--- src/rtl/systolic_feeder.sv ---
// rtl/systolic_feeder.sv - diagonal skew feeder for the systolic array operand inputs
// Lane i delays slices by i cycles; a tile ends with an N-1 cycle zero flush and a done pulse.
module systolic_feeder #(
  parameter int SYS_ARRAY_SIZE = 4,
  parameter int DATA_W         = 8,
  parameter int MAX_K          = 64,
  localparam int KW            = $clog2(MAX_K + 1),
  localparam int FW            = $clog2(SYS_ARRAY_SIZE)
) (
  input  logic                                   clk_i,
  input  logic                                   rst_i,
  input  logic                                   valid_i,
  input  logic                                   last_i,
  input  logic [SYS_ARRAY_SIZE-1:0][DATA_W-1:0]  a_vec_i,
  input  logic [SYS_ARRAY_SIZE-1:0][DATA_W-1:0]  b_vec_i,
  output logic                                   ready_o,
  output logic [SYS_ARRAY_SIZE-1:0][DATA_W-1:0]  a_o,
  output logic [SYS_ARRAY_SIZE-1:0][DATA_W-1:0]  b_o,
  output logic                                   busy_o,
  output logic [KW-1:0]                          k_cnt_o,
  output logic                                   tile_done_o
);

  typedef enum logic [1:0] {IDLE, STREAM, FLUSH} state_t;

  state_t          state_q, state_d;
  logic [FW-1:0]   flush_cnt_q;
  logic [KW-1:0]   k_cnt_q;
  logic            done_q;
  logic            acc;
  logic            end_tile;

  assign ready_o  = (state_q != FLUSH);
  assign acc      = valid_i & ready_o;
  // Hitting MAX_K ends the tile exactly as if last_i had been set.
  assign end_tile = last_i | (k_cnt_q == KW'(MAX_K - 1));

  always_comb begin
    state_d = state_q;
    case (state_q)
      IDLE:    if (acc) state_d = end_tile ? FLUSH : STREAM;
      STREAM:  if (acc && end_tile) state_d = FLUSH;
      FLUSH:   if (flush_cnt_q == '0) state_d = IDLE;
      default: state_d = IDLE;
    endcase
  end

  always_ff @(posedge clk_i or posedge rst_i) begin
    if (rst_i) begin
      state_q     <= IDLE;
      flush_cnt_q <= '0;
      k_cnt_q     <= '0;
      done_q      <= 1'b0;
    end else begin
      state_q <= state_d;
      done_q  <= (state_q == FLUSH) && (flush_cnt_q == '0);
      if (state_q != FLUSH && state_d == FLUSH)
        flush_cnt_q <= FW'(SYS_ARRAY_SIZE - 2);
      else if (state_q == FLUSH)
        flush_cnt_q <= flush_cnt_q - 1'b1;
      if (state_q == FLUSH && state_d == IDLE)
        k_cnt_q <= '0;
      else if (acc)
        k_cnt_q <= k_cnt_q + 1'b1;
    end
  end

  assign busy_o      = (state_q != IDLE);
  assign k_cnt_o     = k_cnt_q;
  assign tile_done_o = done_q & (state_q == IDLE);

  for (genvar i = 0; i < SYS_ARRAY_SIZE; i++) begin : g_lane
    logic [i:0][DATA_W-1:0] a_ch;
    logic [i:0][DATA_W-1:0] b_ch;

    // Chains shift every cycle; non-accepted cycles inject zero bubbles.
    always_ff @(posedge clk_i or posedge rst_i) begin
      if (rst_i) begin
        a_ch <= '0;
        b_ch <= '0;
      end else begin
        a_ch[0] <= acc ? a_vec_i[i] : '0;
        b_ch[0] <= acc ? b_vec_i[i] : '0;
        for (int j = 1; j <= i; j++) begin
          a_ch[j] <= a_ch[j-1];
          b_ch[j] <= b_ch[j-1];
        end
      end
    end

    assign a_o[i] = a_ch[i];
    assign b_o[i] = b_ch[i];
  end

endmodule

--- config.mk ---
export PLATFORM = sky130hd
export DESIGN_NAME = systolic_feeder
export DESIGN_NICKNAME = d
export VERILOG_FILES = /design/src/rtl/systolic_feeder.sv
export SDC_FILE = /design/constraint.sdc
export NUM_CORES = 1
export LEC_CHECK = 0
export BUFFER_PORTS_ARGS = -buffer_cell sky130_fd_sc_hd__buf_4
export CAP_MARGIN = 20
export CORE_UTILIZATION = 40
export CTS_CLUSTER_DIAMETER = 200
export DETAILED_ROUTE_END_ITERATION = 16
export RECOVER_POWER = 25
export SKIP_CTS_REPAIR_TIMING = 1
export SLEW_MARGIN = 20
export SYNTH_ARGS = -nofsm -noshare
export SYNTH_HDL_FRONTEND = slang
export SYNTH_SLANG_ARGS = --single-unit
--- constraint.sdc ---
create_clock -name clk_i -period 12.8 [get_ports clk_i]
set_input_delay 0 -clock clk_i [delete_from_list [all_inputs] [get_ports clk_i]]
set_output_delay 0 -clock clk_i [all_outputs]
set_load 0.02 [all_outputs]
==> results.cfg <==
[drt]
wl_met1_mm = 4.06
avgRoutedWirePerCell_um = 13.7
drtPass1Iterations = 4
route.vias.total = 3079
drt-total-wl_mm = 9.58
viasPerCell = 4.42
top_layer = met4
wl_met2_mm = 4.81
met3_wirelength_um = 591
drc_errors = 0
drt_iter0_markers = 178
drtAntennaViolNets = 0

[floorplanning]
num_rows = 42
die_w_um = 119
ios = 142
die_y_um = 119
initial_utilization_pct = 41.1
dieArea_sq_mm = 0.0141
coreArea_sq_mm = 0.0132

[critical_path]
ff2ff_setup_slack_ns = 10.90
arrival_ns = 1.97
r2r_end = k_cnt_o[0]$_DFFE_PP0P_
critPathLaunchType = flip-flop
r2r-start = state_q[0]$_DFF_PP0_
r2r_cells = 4
end_kind = output port
crit_type = flip-flop to output port
required_ns = 12.80
path_max_fanout = 68

[clocking]
cts-root-buf = clkbuf_16
cts_tree = built
cts_buffer_depth = 2
htree_levels = 4
cts.sinks = 172
cts.clk_slew.worst_paths_ns = 0.06
numCtsBuffers = 17
worstSkewPairLatency_ns = 0.41

[placed_design]
dp.cells = 600
place_ws_ns = 10.91
portBuffers = 141
dp_hpwl_mm = 5.39
place_congestion = 0.780
postPlaceCellArea_sq_mm = 0.00629

[layout]
drive_above_1_share_pct = 32.2
stdcell_area_sq_mm = 0.00753
antenna_cells = 0
layout.nets = 579
synthToLayoutAreaGrowth_pct = 38.5
fill_cells = 1086
layoutNonFillerInstCount = 697

[worst_hold_path]
min_path_cells = 3
hold_end = state_q[0]$_DFF_PP0_
hp-class = primary input to flip-flop
hold_path_startpoint = valid_i

[global_routing]
grt_pass1_wl_mm = 14.1
first_global_vias = 2791
antenna_found_initial = 0
grt_usage_pct = 13.4
grt_max_degree = 101
grt_overflow = 0

[yosys]
syn_area_sq_mm = 0.00544
syn-num-nets = 416
synth_commonest_cells = dfrtp_1, and3_1, buf_4, clkbuf_1, inv_1
synth_top_area_share_pct = 79.2
synth_most_common_cell = dfrtp_1
synth_edf_count = 0
ys_ff_latch = 172
async_reset_ff_share_pct = 100
synth_area_per_cell_sq_um = 15.7
ys_seq_area_share_pct = 79.2
synth_flop_cell = dfrtp_1
synth.distinct_cells = 31
netlist_instances = 346
yosysTopAreaCell = dfrtp_1
synth_warnings = 0
synthTopCellsByArea = dfrtp_1, and3_1, buf_4

[timing]
grt_setup_unrepaired = false
hold_violations = 0
drv_slew = 0
min_period_ns = 1.97
timing.fmax_ghz = 0.507
setup_ws_ns = 10.83
slew_headroom_pct = 39.5
fin_skew_ns = 0.00860
finalSetupViolations = 0
finalSetupTns_ns = 0
fin_crit_sh_pct = 15.4
worst_pin_slew_ns = 0.907

[pwr]
power.density_mw_per_mm2 = 195
max-vdd-ir-drop_mv = 0.113
leakage_nw = 4.02

[outcome]
status = finished clean

[run]
maxCapViolCount = 0
-- cells by family after synthesis --
family | synth area share, %
fa+ha+maj | 0.460
xor+xnor | 0.161
flops | 79.2
compound gates | 2.02
buf+inv | 8.44
mux | 0.391
simple gates | 9.36
-- cell usage in the layout, fill, tap and decap left out --
cell	n
nand3b_1	1
a2bb2oi_1	1
clkinv_4	4
and3_1	65
clkbuf_16	17
dfrtp_1	172
o31ai_1	2
mux2_2	1
a22o_1	1
nor2b_4	1
o21ai_0	3
or3_2	1
or2_2	1
a21oi_1	4
or4_1	1
mux2i_1	1
nand3_1	1
inv_6	1
o311ai_0	2
xnor2_1	1
nand4_1	2
o41ai_1	2
dlygate4sd3_1	66
nand2_1	4
inv_1	4
buf_4	134
nor2_1	4
clkbuf_1	11
ha_1	2
a21boi_1	1
inv_2	1
clkinv_2	3
bufinv_16	4
and2_1	2
-- stage by stage --
step | hold slack [ns] | utilization, % | power [mW]
global route | 0.156 | 56.9 | 1.54
detailed placement | 0.236 | 47.5 | 0.951
finish | 0.120 | 56.9 | 1.47
global placement | 0.223 | 47.5 | 0.941
CTS | -0.217 | 52.1 | 1.48
floorplan | 0.160 | - | 0.877
-- worst max-delay path by stage --
stage / start / endpoint / slack, ns / depth (start not counted)
2_1_floorplan: rst_i / a_o[10]$_DFF_PP0_ / 8.14 / 1
3_3_place_gp: state_q[1]$_DFF_PP0_ / k_cnt_o[0]$_DFFE_PP0P_ / 10.98 / 4
3_5_place_dp: state_q[1]$_DFF_PP0_ / k_cnt_o[0]$_DFFE_PP0P_ / 10.91 / 4
4_1_cts: state_q[1]$_DFF_PP0_ / ready_o / 10.79 / 3
5_1_grt: state_q[1]$_DFF_PP0_ / ready_o / 10.67 / 3
6_report: state_q[0]$_DFF_PP0_ / ready_o / 10.83 / 3
-- routing by layer --
layer  up-vias  global-route usage (%)
li1       1419                       -
met1      1530                    17.3
met2       118                    19.2
met3        12                    5.65
met4         0                    6.88
met5         -                       0
-- worst max-delay path: stages, from the launching register on --
cell,delay [ns]
dfrtp_1,0.50
nor2b_4,0.11
inv_2,0.66
buf_4,0.28
-- flip-flops by register name, summed over array words and instances (netlist names) --
signal and cells:
b_o 24, k_cnt_o 7, a_o 24, g_lane.a_ch 56, state_q 2, done_q 1, g_lane.b_ch 56, flush_cnt_q 2
-- cell type report --
type / count / area, sq um / share of cell area (%)
clock buffers: 20 / 437 / 5.80
repair buffers: 208 / 1700 / 22.5
well taps: 176 / 220 / 2.92
inverters: 6 / 27.5 / 0.366
multi-input cells: 104 / 674 / 8.96
clock inverters: 11 / 170 / 2.26
flip-flops and latches: 172 / 4300 / 57.2
-- report_power, final --
| part | switching (mW) | internal (mW) | leakage, nW |
|---|---|---|---|
| Sequential | 0.0381 | 0.641 | 2.28 |
| Combinational | 0.154 | 0.118 | 1.43 |
| Clock | 0.193 | 0.325 | 0.298 |
No activity file was read; power rests on OpenSTA's default activity.
